### src/rtl/branch_redirect_ctrl_pkg.sv
// Shared types and default constants for the branch redirect controller.
// Imported by branch_redirect_ctrl and redirect_flush_counter.
package branch_redirect_ctrl_pkg;

    typedef enum logic [1:0] {
        IDLE     = 2'd0,
        REDIRECT = 2'd1,
        FLUSH    = 2'd2
    } brc_state_t;

    localparam int ADDR_W_DEF       = 64;
    localparam int FLUSH_CYCLES_DEF = 2;
    // FLUSH_CYCLES tops out at 15, so the tail count fits in 4 bits.
    localparam int FLUSH_CNT_W      = 4;

endpackage

### src/rtl/branch_redirect_ctrl_redirect_flush_counter.sv
// Loadable down-counter with zero flag; times the flush tail after a redirect.
module redirect_flush_counter
    import branch_redirect_ctrl_pkg::*;
(
    input  logic                   clk,
    input  logic                   reset,
    input  logic                   load,
    input  logic [FLUSH_CNT_W-1:0] load_val,
    input  logic                   dec,
    output logic                   zero
);

    logic [FLUSH_CNT_W-1:0] count;

    always_ff @(posedge clk or negedge reset) begin
        if (!reset) begin
            count <= '0;
        end else if (load) begin
            count <= load_val;
        end else if (dec && (count != '0)) begin
            count <= count - 1'b1;
        end
    end

    assign zero = (count == '0);

endmodule

### src/rtl/branch_redirect_ctrl.sv
// Registered PC redirect and pipeline flush sequencing for taken EX branches.
// Optional activity counters are built when BRANCH_REDIRECT_STATS_EN is defined.
//
// state    | meaning
// ---------+------------------------------------------------------------
// IDLE     | waiting for a taken branch from EX
// REDIRECT | pc_sel high, both flushes high; held while fetch is stalled
// FLUSH    | flush_if_id tail, FLUSH_CYCLES-1 cycles
module branch_redirect_ctrl
    import branch_redirect_ctrl_pkg::*;
#(
    parameter int ADDR_W       = ADDR_W_DEF,
    parameter int FLUSH_CYCLES = FLUSH_CYCLES_DEF
) (
    input  logic              clk,
    input  logic              reset,
    input  logic              ex_valid,
    input  logic              switch_branch,
    input  logic [ADDR_W-1:0] branch_target,
    input  logic              if_stall,
    output logic              pc_sel,
    output logic [ADDR_W-1:0] pc_target,
    output logic              flush_if_id,
    output logic              flush_id_ex,
    output logic              misalign_err
`ifdef BRANCH_REDIRECT_STATS_EN
    ,
    output logic [31:0]       taken_count,
    output logic [31:0]       stall_count,
    output logic [31:0]       squash_count
`endif
);

    localparam logic [FLUSH_CNT_W-1:0] TAIL_LOAD =
        (FLUSH_CYCLES > 1) ? FLUSH_CNT_W'(FLUSH_CYCLES - 2) : '0;

    brc_state_t        state;
    logic [ADDR_W-1:0] target_q;
    logic              branch_req;
    logic              cnt_load;
    logic              cnt_dec;
    logic              cnt_zero;

    assign branch_req = ex_valid && switch_branch;
    assign cnt_load   = (state == REDIRECT) && !if_stall;
    assign cnt_dec    = (state == FLUSH) && !cnt_zero;
    assign pc_target  = target_q;

    redirect_flush_counter u_flush_cnt (
        .clk      (clk),
        .reset    (reset),
        .load     (cnt_load),
        .load_val (TAIL_LOAD),
        .dec      (cnt_dec),
        .zero     (cnt_zero)
    );

    // Outputs are registered alongside the state so they always match it.
    always_ff @(posedge clk or negedge reset) begin
        if (!reset) begin
            state        <= IDLE;
            target_q     <= '0;
            misalign_err <= 1'b0;
            pc_sel       <= 1'b0;
            flush_if_id  <= 1'b0;
            flush_id_ex  <= 1'b0;
        end else begin
            misalign_err <= 1'b0;
            case (state)
                IDLE: begin
                    if (branch_req) begin
                        state        <= REDIRECT;
                        target_q     <= branch_target;
                        misalign_err <= (branch_target[1:0] != 2'b00);
                        pc_sel       <= 1'b1;
                        flush_if_id  <= 1'b1;
                        flush_id_ex  <= 1'b1;
                    end
                end
                REDIRECT: begin
                    if (!if_stall) begin
                        pc_sel      <= 1'b0;
                        flush_id_ex <= 1'b0;
                        if (FLUSH_CYCLES == 1) begin
                            state       <= IDLE;
                            flush_if_id <= 1'b0;
                        end else begin
                            state       <= FLUSH;
                            flush_if_id <= 1'b1;
                        end
                    end
                end
                FLUSH: begin
                    if (cnt_zero) begin
                        state       <= IDLE;
                        flush_if_id <= 1'b0;
                    end
                end
                default: begin
                    state       <= IDLE;
                    pc_sel      <= 1'b0;
                    flush_if_id <= 1'b0;
                    flush_id_ex <= 1'b0;
                end
            endcase
        end
    end

`ifdef BRANCH_REDIRECT_STATS_EN
    always_ff @(posedge clk or negedge reset) begin
        if (!reset) begin
            taken_count  <= '0;
            stall_count  <= '0;
            squash_count <= '0;
        end else begin
            if ((state == IDLE) && branch_req) begin
                taken_count <= taken_count + 32'd1;
            end
            if ((state == REDIRECT) && if_stall) begin
                stall_count <= stall_count + 32'd1;
            end
            if ((state != IDLE) && branch_req) begin
                squash_count <= squash_count + 32'd1;
            end
        end
    end
`endif

endmodule
### config.mk
export PLATFORM = sky130hd
export DESIGN_NAME = branch_redirect_ctrl
export DESIGN_NICKNAME = d
export VERILOG_FILES = /design/src/rtl/branch_redirect_ctrl_pkg.sv /design/src/rtl/branch_redirect_ctrl_redirect_flush_counter.sv /design/src/rtl/branch_redirect_ctrl.sv
export SDC_FILE = /design/constraint.sdc
export NUM_CORES = 1
export LEC_CHECK = 0
export BUFFER_PORTS_ARGS = -buffer_cell sky130_fd_sc_hd__buf_2
export CORE_MARGIN = 4
export CORE_UTILIZATION = 40
export CTS_CLUSTER_SIZE = 10
export DETAILED_ROUTE_END_ITERATION = 12
export PLACE_DENSITY_LB_ADDON = 0.1
export SYNTH_ARGS = -nofsm -noshare
export SYNTH_HDL_FRONTEND = slang
export SYNTH_HIERARCHICAL = 1
export SYNTH_SLANG_ARGS = --single-unit
### constraint.sdc
create_clock -name clk -period 1.94 [get_ports clk]
set_input_delay 0.194 -clock clk [delete_from_list [all_inputs] [get_ports clk]]
set_output_delay 0.194 -clock clk [all_outputs]
set_load 0.1 [all_outputs]
==> results.tsv <==
metric	value	unit
slowest_delay	0.49	ns
ys_types	31	
max_cap_viol_count	0	
port_buffers	136	
critical_path.endpoint_type	register	
worst-endpoint-arrival	2.11	ns
yosysTopAreaCellShare	63.3	%
syn_to_final_growth	36.9	%
share_of_synthesized_cell_area_in_and_or_nand_and_nor_gates	4.55	%
global_route_usage_over_all_layers	14.0	%
clock-root-buffer	clkbuf_8	
total_detailed_routing_wirelength	6050	um
yosys_warnings	6	
core	6910	um^2
post_synth_mux_area_share	25.0	%
grt_antenna_before_repair	0	
io_pins	137	
outcome	finished clean	
crit_type	register to register	
drtIter0Drc	39	
die_width	93.0	um
drt-vias-per-instance	4.51	
period_minus_slack	1.86	ns
syn-instance-count	186	
sum_of_routed_wire_segments_on_met1	2460	um
worst_path_bufs_invs	2	
detailroute.via_count	1974	
finalSetupViolCount	0	
synth.yosys.seq_area_share	63.3	%
insertedDiodeCount	0	
drive_above_1_share	59.6	%
dr.max_layer_used	met4	
cts_tree	built	
critical_path.startpoint_type	register	
die-height	93.0	um
cts.sinks	73	
yosys_register_bits	73	
finalNetCount	407	
die_area	8640	um^2
timing_max_transition_violations_final	0	
grt_start_max_net_pins	43	
worst_slew_pin_slew	0.529	ns
worst-path-max-fanout	5	
drtPass1Iterations	4	
grt_first_pass_wirelength	9340	um
htree_num_levels	3	
synthXorXnorAreaFrac	0	%
setup_total_negative_slack	0	ns
remaining_max_slew_budget_at_the_tightest_pin	64.8	%
post_synth_fa_ha_maj_area_fraction	0.433	%
synth_cell_area	2890	um^2
route.met3.wl	419	um
fin_worst_skew	0.0129	ns
critical-path-slowest-cell	or4_1	
ant_nets	0	
initial_core_util	41.8	%
path_clk_slew	0.08	ns
synth.avg_cell_area	15.5	um^2
cpLargestDelayFamily	simple AND/OR/NAND/NOR gates	
number_of_buffers_inserted_during_clock_tree_synthesis	9	
clock.fmax	0.539	GHz
finalHoldViolCount	0	
synth_top_family_by_area	multiplexers	
drcViolationCount	0	
min_period_over_period	95.7	%
setup_slack	0.0832	ns
clk-insertion-delay-late	0.33	ns
cell_type_with_the_largest_total_area_after_synthesis	dfrtp_1	
cts_buffer_depth	2	
synth_compound_gate_area_share	3.21	%
grt.overflow.total	0	
worst_ep_required_time	2.19	ns
number_of_global_route_vias_before_repair	1893	
min-delay-path-class	input pin to register	
routabilityCongestion	0.738	
placement_setup_slack	0.100	ns
met2_wire_length	3100	um
dpl.hpwl	4460	um
post_synth_main_area_contributors	dfrtp_1 (63%), mux2_2 (14%), mux2_1 (11%)	
worst_path_most_repeated_cell	inv_1	
worst_path_cell_trace	inv_1, ha_1, nor3b_2, nor2_1, and2_4, inv_1, or4_1, o211ai_2	
std_cell_rows	30	
wl_per_cell	13.8	um
## worst register-to-register path, cell delays in order (launching register included)
cell,delay [ns]
dfrtp_1,0.38
inv_1,0.05
ha_1,0.18
nor3b_2,0.18
nor2_1,0.16
and2_4,0.19
inv_1,0.07
or4_1,0.49
o211ai_2,0.09
## cell usage after synthesis
cell,instances
a211o_1,1
a21o_1,1
a21oi_1,2
a221o_1,1
and2_1,1
and4b_1,1
buf_2,2
buf_4,2
buf_6,5
conb_1,1
dfrtp_1,73
ha_1,1
inv_1,5
mux2_1,27
mux2_2,37
nand2_1,5
nand2b_1,1
nor2_1,2
nor2b_1,1
nor3_1,2
nor3_2,1
nor3b_1,1
nor3b_2,1
nor4b_2,1
o211ai_2,1
o21a_1,2
o21ai_0,4
o31a_1,1
or2_2,1
or2b_1,1
or4_1,1
## state kept, by name, summed over array words and instances, names as in the netlist
signal / flops
flush_id_ex: 1
state: 2
flush_if_id: 1
pc_target: 64
misalign_err: 1
u_flush_cnt/count: 4
## routing by layer
| layer | track usage, % | vias up |
|---|---|---|
| met5 | 0 | - |
| met3 | 4.06 | 7 |
| met2 | 23.6 | 63 |
| met1 | 16.8 | 951 |
| met4 | 5.49 | 0 |
| li1 | - | 953 |
## per-stage QoR
stage | area (um^2) | utilization, % | cells | hold slack [ns]
floorplan | 2900 | - | 189 | -0.102
CTS | 3930 | 56.9 | 436 | 0.0560
global placement | 3700 | 53.6 | 419 | 0.245
global route | 3950 | 57.2 | 438 | 0.0588
finish | 3950 | 57.2 | 438 | 0.0695
detailed placement | 3700 | 53.6 | 419 | 0.253
## kinds of logic after synthesis
logic type | Yosys count
AO/OA/AOI/OAI | 13
adder cells (fa/ha/maj) | 1
buffers and inverters | 14
flip-flops | 73
multiplexers | 64
other | 1
AND/OR/NAND/NOR | 20
## worst paths after layout
check	from	cells after the start	to	slack, ns
hold reg to reg	pc_target[38]$_DFFE_PN0P_	1	pc_target[38]$_DFFE_PN0P_	0.48
setup / recovery	u_flush_cnt/count[1]$_DFFE_PN0P_	8	u_flush_cnt/count[1]$_DFFE_PN0P_	0.08
max in group asynchronous	reset	3	flush_if_id$_DFFE_PN0P_	1.08
setup reg to reg	u_flush_cnt/count[1]$_DFFE_PN0P_	8	u_flush_cnt/count[1]$_DFFE_PN0P_	0.08
min in group asynchronous	reset	3	pc_target[19]$_DFFE_PN0P_	0.43
hold / removal	branch_target[29]	2	pc_target[29]$_DFFE_PN0P_	0.07
## what timing repair did
action	CTS	global route
endpoints found under the hold margin	73	0
gates resized for setup	0	2
endpoints found under the setup margin	0	3
hold buffers	1	0
setup buffers	0	2
## cells in the final DEF, fill, tap and decap left out, drive strengths merged
| cell | Yosys | layout |
|---|---|---|
| ha | 1 | 1 |
| a21oi | 2 | 2 |
| o21ai | 4 | 4 |
| nor2b | 1 | 1 |
| or2b | 1 | 1 |
| clkinvlp | 0 | 2 |
| o211ai | 1 | 1 |
| conb | 1 | 4 |
| clkinv | 0 | 1 |
| a221o | 1 | 1 |
| inv | 5 | 5 |
| o31a | 1 | 1 |
| dfrtp | 73 | 73 |
| or2 | 1 | 1 |
| o21a | 2 | 2 |
| nor3b | 2 | 2 |
| a21o | 1 | 1 |
| nand2 | 5 | 5 |
| nor4b | 1 | 1 |
| nor2 | 2 | 2 |
| bufinv | 0 | 1 |
| and4b | 1 | 1 |
| nor3 | 3 | 3 |
| dlygate4sd3 | 0 | 1 |
| or4 | 1 | 1 |
| nand2b | 1 | 1 |
| clkbuf | 0 | 12 |
| and2 | 1 | 1 |
| buf | 9 | 145 |
| mux2 | 64 | 64 |
| a211o | 1 | 1 |
## area by class of cell
| class | count | area [um^2] |
|---|---|---|
| tap | 96 | 120 |
| multi-input combinational | 102 | 990 |
| clock buffer | 12 | 165 |
| fill | 634 | 2950 |
| sequential | 73 | 1830 |
| timing repair buffer | 146 | 783 |
| clock inverter | 4 | 50.0 |
| inverter | 5 | 18.8 |
Power is not shown: default switching activity piles up to over one toggle a cycle in this logic, so the estimate is an artifact.
